==> src/rtl/uart_sim_device.sv <==
// Simulation UART peripheral on the Patmos io_uart_* bus: a TX FIFO drained at a
// fixed character rate, an RX FIFO filled by the bench, and a STATUS register.
module uart_sim_device #(
    parameter int DATA_W   = 32,
    parameter int ADDR_W   = 4,
    parameter int TX_DEPTH = 8,
    parameter int RX_DEPTH = 8,
    parameter int TX_DELAY = 16
) (
    input  logic              clk,
    input  logic              reset,
    input  logic [ADDR_W-1:0] io_uart_address,
    input  logic [DATA_W-1:0] io_uart_wr_data,
    input  logic              io_uart_rd,
    input  logic              io_uart_wr,
    output logic [DATA_W-1:0] io_uart_rd_data,
    input  logic              rx_inject_valid,
    input  logic [7:0]        rx_inject_data,
    output logic              rx_inject_ready,
    output logic              tx_out_valid,
    output logic [7:0]        tx_out_data,
    output logic [15:0]       tx_char_count,
    output logic              tx_state_o
);

    localparam int TX_AW = $clog2(TX_DEPTH);
    localparam int RX_AW = $clog2(RX_DEPTH);
    localparam int CNT_W = (TX_DELAY > 1) ? $clog2(TX_DELAY) : 1;
    localparam logic [CNT_W-1:0] CNT_LOAD = CNT_W'(TX_DELAY - 1);

    typedef enum logic {
        ST_IDLE = 1'b0,
        ST_WAIT = 1'b1
    } drain_state_e;

    logic [7:0]       tx_mem_q [TX_DEPTH];
    logic [TX_AW:0]   tx_wr_ptr_q, tx_wr_ptr_d;
    logic [TX_AW:0]   tx_rd_ptr_q, tx_rd_ptr_d;
    logic [7:0]       rx_mem_q [RX_DEPTH];
    logic [RX_AW:0]   rx_wr_ptr_q, rx_wr_ptr_d;
    logic [RX_AW:0]   rx_rd_ptr_q, rx_rd_ptr_d;

    drain_state_e     state_q, state_d;
    logic [CNT_W-1:0] cnt_q, cnt_d;
    logic [15:0]      char_count_q, char_count_d;
    logic             tx_overflow_q, tx_overflow_d;
    logic [DATA_W-1:0] rd_data_q, rd_data_d;

    logic tx_full, tx_empty, rx_full, rx_empty;
    logic is_status, is_data;
    logic tx_push, tx_pop, tx_ovf_event, rx_push, rx_pop;
    logic [7:0] tx_head, rx_head;
    logic wr_data_unused;

    // Upper write-data bits carry no meaning for a byte-wide UART.
    assign wr_data_unused = ^(io_uart_wr_data >> 8);

    assign tx_full  = (tx_wr_ptr_q[TX_AW] != tx_rd_ptr_q[TX_AW]) &&
                      (tx_wr_ptr_q[TX_AW-1:0] == tx_rd_ptr_q[TX_AW-1:0]);
    assign tx_empty = (tx_wr_ptr_q == tx_rd_ptr_q);
    assign rx_full  = (rx_wr_ptr_q[RX_AW] != rx_rd_ptr_q[RX_AW]) &&
                      (rx_wr_ptr_q[RX_AW-1:0] == rx_rd_ptr_q[RX_AW-1:0]);
    assign rx_empty = (rx_wr_ptr_q == rx_rd_ptr_q);

    assign tx_head = tx_mem_q[tx_rd_ptr_q[TX_AW-1:0]];
    assign rx_head = rx_mem_q[rx_rd_ptr_q[RX_AW-1:0]];

    assign is_status = (io_uart_address == ADDR_W'(0));
    assign is_data   = (io_uart_address == ADDR_W'(1));

    // Fullness is judged on the pre-pop count, so a write meeting a drain pop is still dropped.
    assign tx_push      = io_uart_wr && is_data && !tx_full;
    assign tx_ovf_event = io_uart_wr && is_data && tx_full;
    assign rx_pop       = io_uart_rd && is_data && !rx_empty;

    // RX injection handshake: a byte transfers on any cycle where rx_inject_valid and
    // rx_inject_ready are both high; valid may be held across not-ready cycles without loss.
    assign rx_inject_ready = !rx_full;
    assign rx_push         = rx_inject_valid && rx_inject_ready;

    always_comb begin
        state_d = state_q;
        cnt_d   = cnt_q;
        tx_pop  = 1'b0;
        case (state_q)
            ST_IDLE: begin
                if (!tx_empty) begin
                    cnt_d   = CNT_LOAD;
                    state_d = ST_WAIT;
                end
            end
            ST_WAIT: begin
                if (cnt_q == '0) begin
                    tx_pop  = 1'b1;
                    state_d = ST_IDLE;
                end else begin
                    cnt_d = cnt_q - CNT_W'(1);
                end
            end
            default: state_d = ST_IDLE;
        endcase
    end

    always_comb begin
        tx_wr_ptr_d   = tx_wr_ptr_q + (TX_AW+1)'(tx_push);
        tx_rd_ptr_d   = tx_rd_ptr_q + (TX_AW+1)'(tx_pop);
        rx_wr_ptr_d   = rx_wr_ptr_q + (RX_AW+1)'(rx_push);
        rx_rd_ptr_d   = rx_rd_ptr_q + (RX_AW+1)'(rx_pop);
        char_count_d  = char_count_q + 16'(tx_pop);
        tx_overflow_d = tx_overflow_q;
        if (io_uart_rd && is_status) begin
            tx_overflow_d = 1'b0;
        end
        if (tx_ovf_event) begin
            tx_overflow_d = 1'b1;
        end
    end

    always_comb begin
        rd_data_d = rd_data_q;
        if (io_uart_rd) begin
            if (is_status) begin
                rd_data_d = DATA_W'({tx_overflow_q, !rx_empty, !tx_full});
            end else if (is_data) begin
                rd_data_d = rx_empty ? '0 : DATA_W'(rx_head);
            end else begin
                rd_data_d = '0;
            end
        end
    end

    always_ff @(posedge clk) begin
        if (reset) begin
            tx_wr_ptr_q   <= '0;
            tx_rd_ptr_q   <= '0;
            rx_wr_ptr_q   <= '0;
            rx_rd_ptr_q   <= '0;
            state_q       <= ST_IDLE;
            cnt_q         <= '0;
            char_count_q  <= '0;
            tx_overflow_q <= 1'b0;
            rd_data_q     <= '0;
        end else begin
            tx_wr_ptr_q   <= tx_wr_ptr_d;
            tx_rd_ptr_q   <= tx_rd_ptr_d;
            rx_wr_ptr_q   <= rx_wr_ptr_d;
            rx_rd_ptr_q   <= rx_rd_ptr_d;
            state_q       <= state_d;
            cnt_q         <= cnt_d;
            char_count_q  <= char_count_d;
            tx_overflow_q <= tx_overflow_d;
            rd_data_q     <= rd_data_d;
        end
    end

    // Storage needs no reset: the pointers define which entries are live.
    always_ff @(posedge clk) begin
        if (tx_push && !reset) begin
            tx_mem_q[tx_wr_ptr_q[TX_AW-1:0]] <= io_uart_wr_data[7:0];
        end
        if (rx_push && !reset) begin
            rx_mem_q[rx_wr_ptr_q[RX_AW-1:0]] <= rx_inject_data;
        end
    end

    // The pulse is decoded from the state, so it is masked while reset is asserted.
    assign tx_out_valid    = tx_pop && !reset;
    assign tx_out_data     = tx_out_valid ? tx_head : 8'h00;
    assign tx_char_count   = char_count_q;
    assign io_uart_rd_data = rd_data_q;
    assign tx_state_o      = state_q;

endmodule

==> config.mk <==
export PLATFORM = sky130hd
export DESIGN_NAME = uart_sim_device
export DESIGN_NICKNAME = d
export VERILOG_FILES = /design/src/rtl/uart_sim_device.sv
export SDC_FILE = /design/constraint.sdc
export NUM_CORES = 1
export LEC_CHECK = 0
export ABC_AREA = 1
export ABC_CLOCK_PERIOD_IN_PS = 2100
export CORE_UTILIZATION = 51
export CTS_BUF_LIST = sky130_fd_sc_hd__clkbuf_4 sky130_fd_sc_hd__clkbuf_8
export DETAILED_ROUTE_END_ITERATION = 10
export GPL_TIMING_DRIVEN = 0
export PLACE_DENSITY = 0.78
export SETUP_SLACK_MARGIN = 0.3
export SYNTH_ARGS = -nofsm -noshare
export SYNTH_HDL_FRONTEND = slang
export SYNTH_SLANG_ARGS = --single-unit
==> constraint.sdc <==
create_clock -name clk -period 2.1 [get_ports clk]
set_clock_uncertainty 0.15 [all_clocks]
set_input_delay 0.42 -clock clk [delete_from_list [all_inputs] [get_ports clk]]
set_output_delay 0.42 -clock clk [all_outputs]
set_load 0.1 [all_outputs]
Word level (Yosys, flattened, before mapping):

Memory sizes are Yosys's and may differ from the RTL's. A register that Yosys moved wholly into a read port is not among the register bits.
Cells that the tools add are included.

* add/sub/neg operators: 6
* equality and inequality tests: 9
* muxes and demuxes: 20
* bitwise logic cells: 1
* reduce and logical (&&, ||, !) cells: 20

Operator list (count)
* $mux 8: 4
* $add 16x1->16: 1
* $add 4x1->4: 4
* $logic_and 1x1->1: 12
* $mux 1: 10
* $eq 4x4->1: 2
* $logic_not 4->1: 2
* $mux 4: 2
* $pmux 4 s2: 1
* $eq 3x3->1: 2
* $mux 3: 2
* $eq 4x1->1 const B: 1
* $logic_not 1->1: 4
* $ne 2x2->1 const B: 2
* $sub 4x1->4 const B: 1
* $ne 1x1->1: 2
* $pmux 1 s2: 1
* $reduce_and 2->1: 1
* $reduce_bool 2->1: 1
* $not 1->1: 1

* bits in registers: 70
* bits in writable memories: 128
* bits of input ports: 49
* word-level logic and storage cells: 67
* memories: 2

Memories
* rx_mem_q: depth 8, bits a word 8, rd ports 1, clocked after memory_dff 1, write ports 1, RTL line 39 `logic [7:0] rx_mem_q [RX_DEPTH];`
* tx_mem_q: depth 8, bits a word 8, rd ports 1, clocked after memory_dff 1, write ports 1, RTL line 36 `logic [7:0] tx_mem_q [TX_DEPTH];`

Depth between registers and ports, before layout:

Gate-level depths: netlist (run 1).

* depth after elaboration: 7
* mapped depth: 13
* mapped depth without buffers: 13

Worst setup path after synthesis (run 1):

Ideal clock, no wire load.

* path kind: register to output
* from: register state_q (netlist: tx_state_o)
* to: output tx_out_data[0]
* data arrival time: 4.487 ns
* data required time: 1.530 ns
* slack: -2.957 ns
* cell stages (with the launch flop): 5
* path buffers: 0
* path through: dfxtp_1 > nand4_2 > nor2_2 > inv_2 > nor3_1

* word-level cells in the longest chain between the ends: 3

RTL lines
* from (decl): RTL line 43 `drain_state_e state_q, state_d;`
* from (signal assigned): RTL line 148 `state_q <= state_d;`
* $mux 1: RTL line 85 `case (state_q)`
* $logic_and 1x1->1: RTL line 167 `assign tx_out_valid = tx_pop && !reset;`
* via tx_out_valid: RTL line 20 `output logic tx_out_valid,`
* $mux 8: RTL line 168 `assign tx_out_data = tx_out_valid ? tx_head : 8'h00;`
* to (decl): RTL line 21 `output logic [7:0] tx_out_data,`

The timed path passes the listed nets, and every way through them passes these cells.

==> reports/metrics.csv, run 1 <==
metric,value,unit
fill count,937,
largest net degree at the start of global routing,17,
final cell count without fillers,1125,
CTS tree,done,
net switching power figure,0.00244,W
TritonCTS Buffers,17,
CORE AREA,0.0145,mm²
Finished Core Util,0.730,
gr usage total,0.263,
setup ws final,-331,ps
Worst Path Buf+Inv,4,
drt pass-1 iters,6,
WP data arrival,1860,ps
RSZ-0062 raised after global routing,true,
Final TNS setup,-3480,ps
Detail Route Antenna Nets,0,
Mapped Cells,761,
Initial Util,0.524,
Comb pwr share,0.227,
clk buf depth,2,
"Design Area, Final",0.0106,mm²
Vias,6005,
final hold vios,0,
crit-path cells,buf_12 > clkinv_8 > buf_6 > nor2_1 > o21ai_1 > a21oi_2 > nor3_4 > buf_12,
Achievable Freq,411,MHz
switching part of the total,0.294,
root buf cell,clkbuf_8,
#FFs+latches synth,174,
chip height,124,µm
leak pwr,4.01,nW
"top cells by area, synth","edfxtp_1 51%, dfxtp_1 12%, nand2_1 7.4%, nor2_1 5.9%, a21oi_1 2.7%",
clock sinks,174,
Worst-Margin Slew,587,ps
"Max stage delay cell, worst path",dfxtp_2,
Peak supply drop,0.000434,V
NumNets Final,989,
clk slew on worst S/H paths,90,ps
Yosys cell types,38,
leading area contributor after synthesis,edfxtp_1,
CP required,1530,ps
drt total wl,20000,µm
Setup WS pre-CTS,-1040,ps
min-delay worst type,in2reg,
status,"finished, violations left",
placed insts,1026,
Crit. End Element,primary output,
Slew Limit Fails,0,
Synth top area share,0.505,
crit path time final,2430,ps
Mapped Area,0.00761,mm²
antenna cells,0,
Die X,124,µm
YS warnings,0,
number of remaining DRC errors,0,
layout cell share with drive strength beyond 1,0.355,
total global routing overflow,0,
crit-path max cell delay,340,ps
Internal,0.00587,W
max_cap viols,0,
CP startpoint kind,register,
synth-to-layout area growth,39.4,%
Initial DRC Count,456,
vias in the first global route,5556,
crit path max fanout,7,
routability congestion estimate,0.828,
power density cells,783,mW/mm²
CP Class,reg2out,
detailed placement HPWL,11100,µm
Clock Power Share,0.309,
Tcrit/Tclk final,1.16,
PortBufs,58,
mean number of vias per cell,5.34,
Syn Area/Cell,10.0,µm²
routed len/inst,17.8,µm
Placement Rows,44,
sequential-to-total area share from yosys stat,0.626,
I/O pins,108,
initial antenna violation count,0,
Crit path top cell by count,buf_12,
failing checks,negative setup slack,
slew margin rel.,0.609,
first-pass GRT wire length,29300,µm
placed instance area,0.00889,mm²
worst-skew pair later-pin latency,470,ps
family with the most delay on the worst path,buffers and inverters,
setup violators final,19,
die area,0.0154,mm²
H-tree levels,4,
Reg power frac,0.464,
area by class of cell:
type / instances / area [µm²] / share of cell area
Multi-Input combinational cell: 499 / 3060 / 0.288
Clock inverter: 7 / 138 / 0.0130
Sequential cell: 174 / 4800 / 0.453
Tap cell: 184 / 230 / 0.0217
Inverter: 59 / 279 / 0.0263
Clock buffer: 25 / 300 / 0.0283
Buffer: 52 / 462 / 0.0435
Timing Repair Buffer: 125 / 1340 / 0.126
path summary, 6_finish.rpt:
kind | from | end | slack (ps) | depth (start not counted)
worst max register to register | cnt_q[0]$_SDFFE_PP0P_ | tx_char_count[9]$_SDFF_PP0_ | -120 | 15
worst min register to register | cnt_q[1]$_SDFFE_PP0P_ | cnt_q[1]$_SDFFE_PP0P_ | 330 | 2
worst max-delay path | tx_rd_ptr_q[0]$_SDFF_PP0_ | tx_out_data[5] | -330 | 8
worst min-delay path | reset | tx_char_count[8]$_SDFF_PP0_ | 140 | 2
state kept, by name, indices dropped and copies added, names as in the netlist:
signal and flops:
tx_rd_ptr_q 4, tx_wr_ptr_q 4, rx_rd_ptr_q 4, rx_wr_ptr_q 4, rx_mem_q 64, tx_char_count 16, tx_state_o 1, tx_mem_q 64
io_uart_rd_data 8, cnt_q 4, tx_overflow_q 1
repair_timing:
action,CTS,global route
endpoints found under the setup margin,184,163
hold buffers,0,0
cloned,2,0
gates resized for setup,346,79
pin swaps,44,45
buffers inserted,49,16
hold endpoints to repair,0,0
cells by family after synthesis:
kind of cell               count (synthesis)  share of synthesized area
and+or+nand+nor                          354                      0.198
other                                      1                   0.000493
buffers and inverters                    111                     0.0773
DFF                                      174                      0.626
adders and majority gates                 12                     0.0197
AOI/OAI and AO/OA                        101                     0.0691
xor gates and xnor gates                   8                    0.00921
power groups by stage:
stage                     clock [W]  sequential, W  combinational (W)
after floorplan                   0        0.00400           0.000987
after global routing        0.00271        0.00386            0.00202
final                       0.00257        0.00385            0.00189
after detailed placement          0        0.00392            0.00138
after CTS                   0.00257        0.00385            0.00170
after global placement            0        0.00391            0.00135
layer usage:
layer  routed length (µm)  global-route usage  part of all wire  vias to the layer above
met2                10200               0.446              0.51                      283
met3                 1500              0.0499             0.075                       54
met4                  508              0.0915             0.025                        0
li1                     -                   -                 -                     2839
met5                    0                   0                 0                        -
met1                 7850               0.336              0.39                     2829
metrics by stage:
stage / hold WS [ps] / total power [W]
detailed placement: 309 / 0.00530
CTS: 116 / 0.00812
global route: 120 / 0.00859
finish: 145 / 0.00831
floorplan: 290 / 0.00499
global placement: 301 / 0.00527
Yosys cell counts:
cell type  instances
nand2_1          150
edfxtp_1         128
nor2_1           119
inv_1             47
dfxtp_1           46
a21oi_1           41
nand3_1           40
o21ai_1           35
buf_4             27
nor3_1            20
o21ai_0           20
buf_2             14
ha_1              12
inv_2              8
xnor2_1            7
buf_6              6
nand4_1            6
nand2_2            5
nor2_2             4
clkbuf_1           3
inv_4              3
buf_1              2
nand3_2            2
nor2_4             2
a211oi_1           1
a21oi_4            1
a22oi_1            1
a31oi_1            1
clkinv_1           1
conb_1             1
nand2_4            1
nand2b_1           1
nand3b_2           1
nand4_2            1
nor3b_2            1
o31ai_1            1
or2_2              1
xor2_1             1
cells in the final DEF, fill, tap and decap left out, types with 16 or more instances in the layout:
| cell type | synthesis | final |
|---|---|---|
| buf_6 | 6 | 36 |
| dfxtp_2 | 0 | 17 |
| nand2_1 | 150 | 137 |
| a21oi_1 | 41 | 28 |
| clkbuf_8 | 0 | 19 |
| nor2_4 | 2 | 16 |
| o21ai_1 | 35 | 42 |
| conb_1 | 1 | 24 |
| buf_4 | 27 | 79 |
| buf_12 | 0 | 19 |
| edfxtp_1 | 128 | 128 |
| nor3_4 | 0 | 17 |
| dfxtp_1 | 46 | 25 |
| inv_1 | 47 | 39 |
| nand3_1 | 40 | 34 |
| clkdlybuf4s50_1 | 0 | 22 |
| nor2_1 | 119 | 100 |
Note: power is estimated with default switching activity, not from simulation.
==> run 2, diff against run 1 <==
- ABC_AREA: 1 -> default
- CELL_PAD_IN_SITES_DETAIL_PLACEMENT: default -> 0
- CELL_PAD_IN_SITES_GLOBAL_PLACEMENT: default -> 1
- CORE_UTILIZATION: 51 -> 42
- PLACE_DENSITY: 0.78 -> default
- PLACE_DENSITY_LB_ADDON: default -> 0.1
==> run 2 against run 1 <==
- the flow still finishes with violations (negative setup slack)
- die area up 14%
- first-iteration DRC count down 60%
- area after synthesis down 5.6%
- via count down 27%
- hold slack better by 23 ps
- sequential cell count unchanged
- setup slack worse by 270 ps
- utilization down 9.2 points
- non-clock buffer count up 13
- design area about the same
- clock-buffer cell count down 4
- critical path type unchanged
- largest power group unchanged
- highest routed layer unchanged
==> reports/metrics.csv, run 2 <==
metric,value,unit,change
status,"finished, violations left",,unchanged
CP required,1530,ps,about the same
#FFs+latches synth,174,,unchanged
Worst-Margin Slew,656,ps,was 587 ps
Yosys cell types,45,,was 38
drt pass-1 iters,6,,unchanged
slew margin rel.,0.563,,was 0.609
number of remaining DRC errors,0,,unchanged
CP Class,reg2out,,unchanged
Reg power frac,0.479,,was 0.464
"top cells by area, synth","edfxtp_1 53%, dfxtp_1 13%, mux4_2 10%, buf_4 2.9%, nor2_1 2.3%",,"was edfxtp_1 51%, dfxtp_1 12%, nand2_1 7.4%, nor2_1 5.9%, a21oi_1 2.7%"
failing checks,negative setup slack,,unchanged
most frequent cells in the layout,"128 x edfxtp_1, 77 x buf_4, 44 x buf_6",,"was 137 x nand2_1, 128 x edfxtp_1, 100 x nor2_1"
CTS tree,done,,unchanged
RSZ-0062 raised after global routing,true,,unchanged
Crit. End Element,primary output,,unchanged
crit path time final,2700,ps,was 2430 ps
Clock Power Share,0.311,,was 0.309
met3 Usage GRT,0.0352,,was 0.0499
first-pass GRT wire length,24300,µm,was 29300 µm
Synth top cells by count,"128 x edfxtp_1, 46 x dfxtp_1, 44 x nor2_1",,"was 150 x nand2_1, 128 x edfxtp_1, 119 x nor2_1"
detailed placement HPWL,9580,µm,was 11100 µm
drt total wl,16200,µm,was 20000 µm
net switching power figure,0.00219,W,was 0.00244 W
mean number of vias per cell,4.96,,was 5.34
routability congestion estimate,0.710,,was 0.828
TritonCTS Buffers,17,,unchanged
Worst Path Buf+Inv,4,,unchanged
vias in the first global route,4466,,was 5556
crit path max fanout,5,,was 7
Syn Area/Cell,15.4,µm²,was 10.0 µm²
antenna cells,0,,unchanged
Final TNS setup,-11610,ps,was -3480 ps
H-tree levels,4,,unchanged
min-delay worst type,in2reg,,unchanged
Top Usage Layer GRT,met2,,unchanged
WP data arrival,2130,ps,was 1860 ps
M2 GR Usage,0.334,,was 0.446
Tcrit/Tclk final,1.28,,was 1.16
Vias,4410,,was 6005
clk buf depth,2,,unchanged
leading area contributor after synthesis,edfxtp_1,,unchanged
YS warnings,0,,unchanged
"FFs w/ async S/R, synth",0,,unchanged
total global routing overflow,0,,unchanged
worst-skew pair later-pin latency,450,ps,was 470 ps
max_cap viols,0,,unchanged
Peak supply drop,0.000384,V,was 0.000434 V
"Max stage delay cell, worst path",mux4_2,,was dfxtp_2
largest net degree at the start of global routing,17,,unchanged
Comb pwr share,0.210,,was 0.227
I/O pins,108,,unchanged
crit-path max cell delay,520,ps,was 340 ps
met1 GRT Util,0.224,,was 0.336
root buf cell,clkbuf_8,,unchanged
clock sinks,174,,unchanged
clk slew on worst S/H paths,90,ps,about the same
switching part of the total,0.273,,was 0.294
gr usage total,0.188,,was 0.263
initial antenna violation count,0,,unchanged
synth-to-layout area growth,47.7,%,was 39.4%
Synth top area share,0.535,,was 0.505
"EDFF count, synth",128,,unchanged
Placement Rows,47,,was 44
Setup WS pre-CTS,-1250,ps,was -1040 ps
leak pwr,3.68,nW,was 4.01 nW
routed len/inst,18.2,µm,was 17.8 µm
setup ws final,-598,ps,was -331 ps
Synth Flop Type,edfxtp_1,,unchanged
die area,0.0176,mm²,was 0.0154 mm²
Initial Util,0.432,,was 0.524
most common cell in the netlist,edfxtp_1,,was nand2_1
CORE AREA,0.0166,mm²,was 0.0145 mm²
crit-path cells,buf_12 > buf_12 > buf_12 > mux4_2 > mux2i_2 > nor2_4 > buf_12,,was buf_12 > clkinv_8 > buf_6 > nor2_1 > o21ai_1 > a21oi_2 > nor3_4 > buf_12
fill count,1181,,was 937
CP startpoint kind,register,,unchanged
final hold vios,0,,unchanged
sequential-to-total area share from yosys stat,0.663,,was 0.626
Initial DRC Count,184,,was 456
setup violators final,59,,was 19
chip height,133,µm,was 124 µm
Die X,133,µm,was 124 µm
power density cells,755,mW/mm²,was 783 mW/mm²
"most common cell after layout, fill and taps aside",edfxtp_1,,was nand2_1
Achievable Freq,371,MHz,was 411 MHz
Slew Limit Fails,0,,unchanged
Detail Route Antenna Nets,0,,unchanged
PortBufs,59,,was 58
family with the most delay on the worst path,multiplexers,,was buffers and inverters
Mapped Area,0.00719,mm²,was 0.00761 mm²
Crit path top cell by count,buf_12,,unchanged
NumNets Final,717,,was 989
layout cell share with drive strength beyond 1,0.531,,was 0.355
Mapped Cells,468,,was 761
Internal,0.00583,W,was 0.00587 W
-- run 2: cell count changes after synthesis, sizes merged, moves of 29 or more --
cell   previous run  this run
nand2           156        14
nor2            125        44
inv              58         8
o21ai            55        11
mux4              0        32
nand3            42        11
a21oi            42        13
-- run 2: final timing paths --
path / end / cells after the start / slack, ps / from
max: tx_out_data[6] / 7 / -600 / tx_rd_ptr_q[0]$_SDFF_PP0_
min: io_uart_rd_data[1]$_SDFFE_PP0P_ / 3 / 170 / io_uart_rd
max reg2reg: tx_char_count[15]$_SDFF_PP0_ / 11 / -240 / cnt_q[1]$_SDFFE_PP0P_
min reg2reg: io_uart_rd_data[4]$_SDFFE_PP0P_ / 2 / 310 / io_uart_rd_data[4]$_SDFFE_PP0P_
-- run 2: layout make-up --
cell class	count	area (µm²)	share of cell area
clock inverter	11	155	0.0146
timing repair buffer	146	1670	0.157
clock buffer	21	277	0.0261
sequential	174	4800	0.452
buffer	44	420	0.0396
inverter	8	36.3	0.00342
multi-input combinational	265	2980	0.281
tap	220	275	0.0259
-- run 2: timing repair --
| item | CTS | global route |
|---|---|---|
| setup endpoints to repair | 204 | 181 |
| pin swaps | 45 | 32 |
| hold buffers | 0 | 0 |
| buffers inserted | 60 | 25 |
| gates resized for setup | 389 | 53 |
| cloned | 2 | 0 |
-- run 2: worst register-to-register path, stage by stage (launching register included) --
cell and delay (ps):
dfxtp_2 330, inv_2 70, ha_4 130, nand3b_1 100
buf_4 150, buf_6 120, inv_4 60, ha_4 160
nand4_4 100, or3_4 380, or4_1 410, a21oi_1 130
-- run 2: logic make-up (layout without fill, tap and decap cells) --
logic type / Yosys count / count (layout) / synth area share
flip-flops: 174 / 174 / 0.663
other: 1 / 24 / 0.000522
adder cells (fa/ha/maj): 12 / 12 / 0.0209
multiplexers: 48 / 48 / 0.123
AO/OA/AOI/OAI: 31 / 31 / 0.0256
buffers and inverters: 52 / 230 / 0.0428
XOR/XNOR: 27 / 27 / 0.0329
AND/OR/NAND/NOR: 123 / 123 / 0.0911
-- run 2: power groups by stage --
| stage | logic, W | clock network, W | registers, W |
|---|---|---|---|
| after floorplan | 0.000834 | 0 | 0.00399 |
| after CTS | 0.00159 | 0.00256 | 0.00384 |
| after global placement | 0.00116 | 0 | 0.00390 |
| after global routing | 0.00177 | 0.00268 | 0.00385 |
| after detailed placement | 0.00118 | 0 | 0.00391 |
| final | 0.00168 | 0.00249 | 0.00384 |
-- run 2: routing by layer --
layer,part of all wire,up-vias
met5,0,-
met4,0.016,0
met3,0.031,19
met2,0.55,83
met1,0.40,2220
li1,-,2088
-- run 2: stage by stage --
stage / power (W) / area (µm²) / std cells / utilization / hold slack [ps]
floorplan: 0.00483 / 7670 / 491 / - / 313
global placement: 0.00506 / 8540 / 770 / 0.513 / 300
detailed placement: 0.00509 / 8540 / 770 / 0.513 / 298
CTS: 0.00798 / 10200 / 864 / 0.613 / 147
global route: 0.00830 / 10600 / 889 / 0.638 / 198
finish: 0.00801 / 10600 / 889 / 0.638 / 168
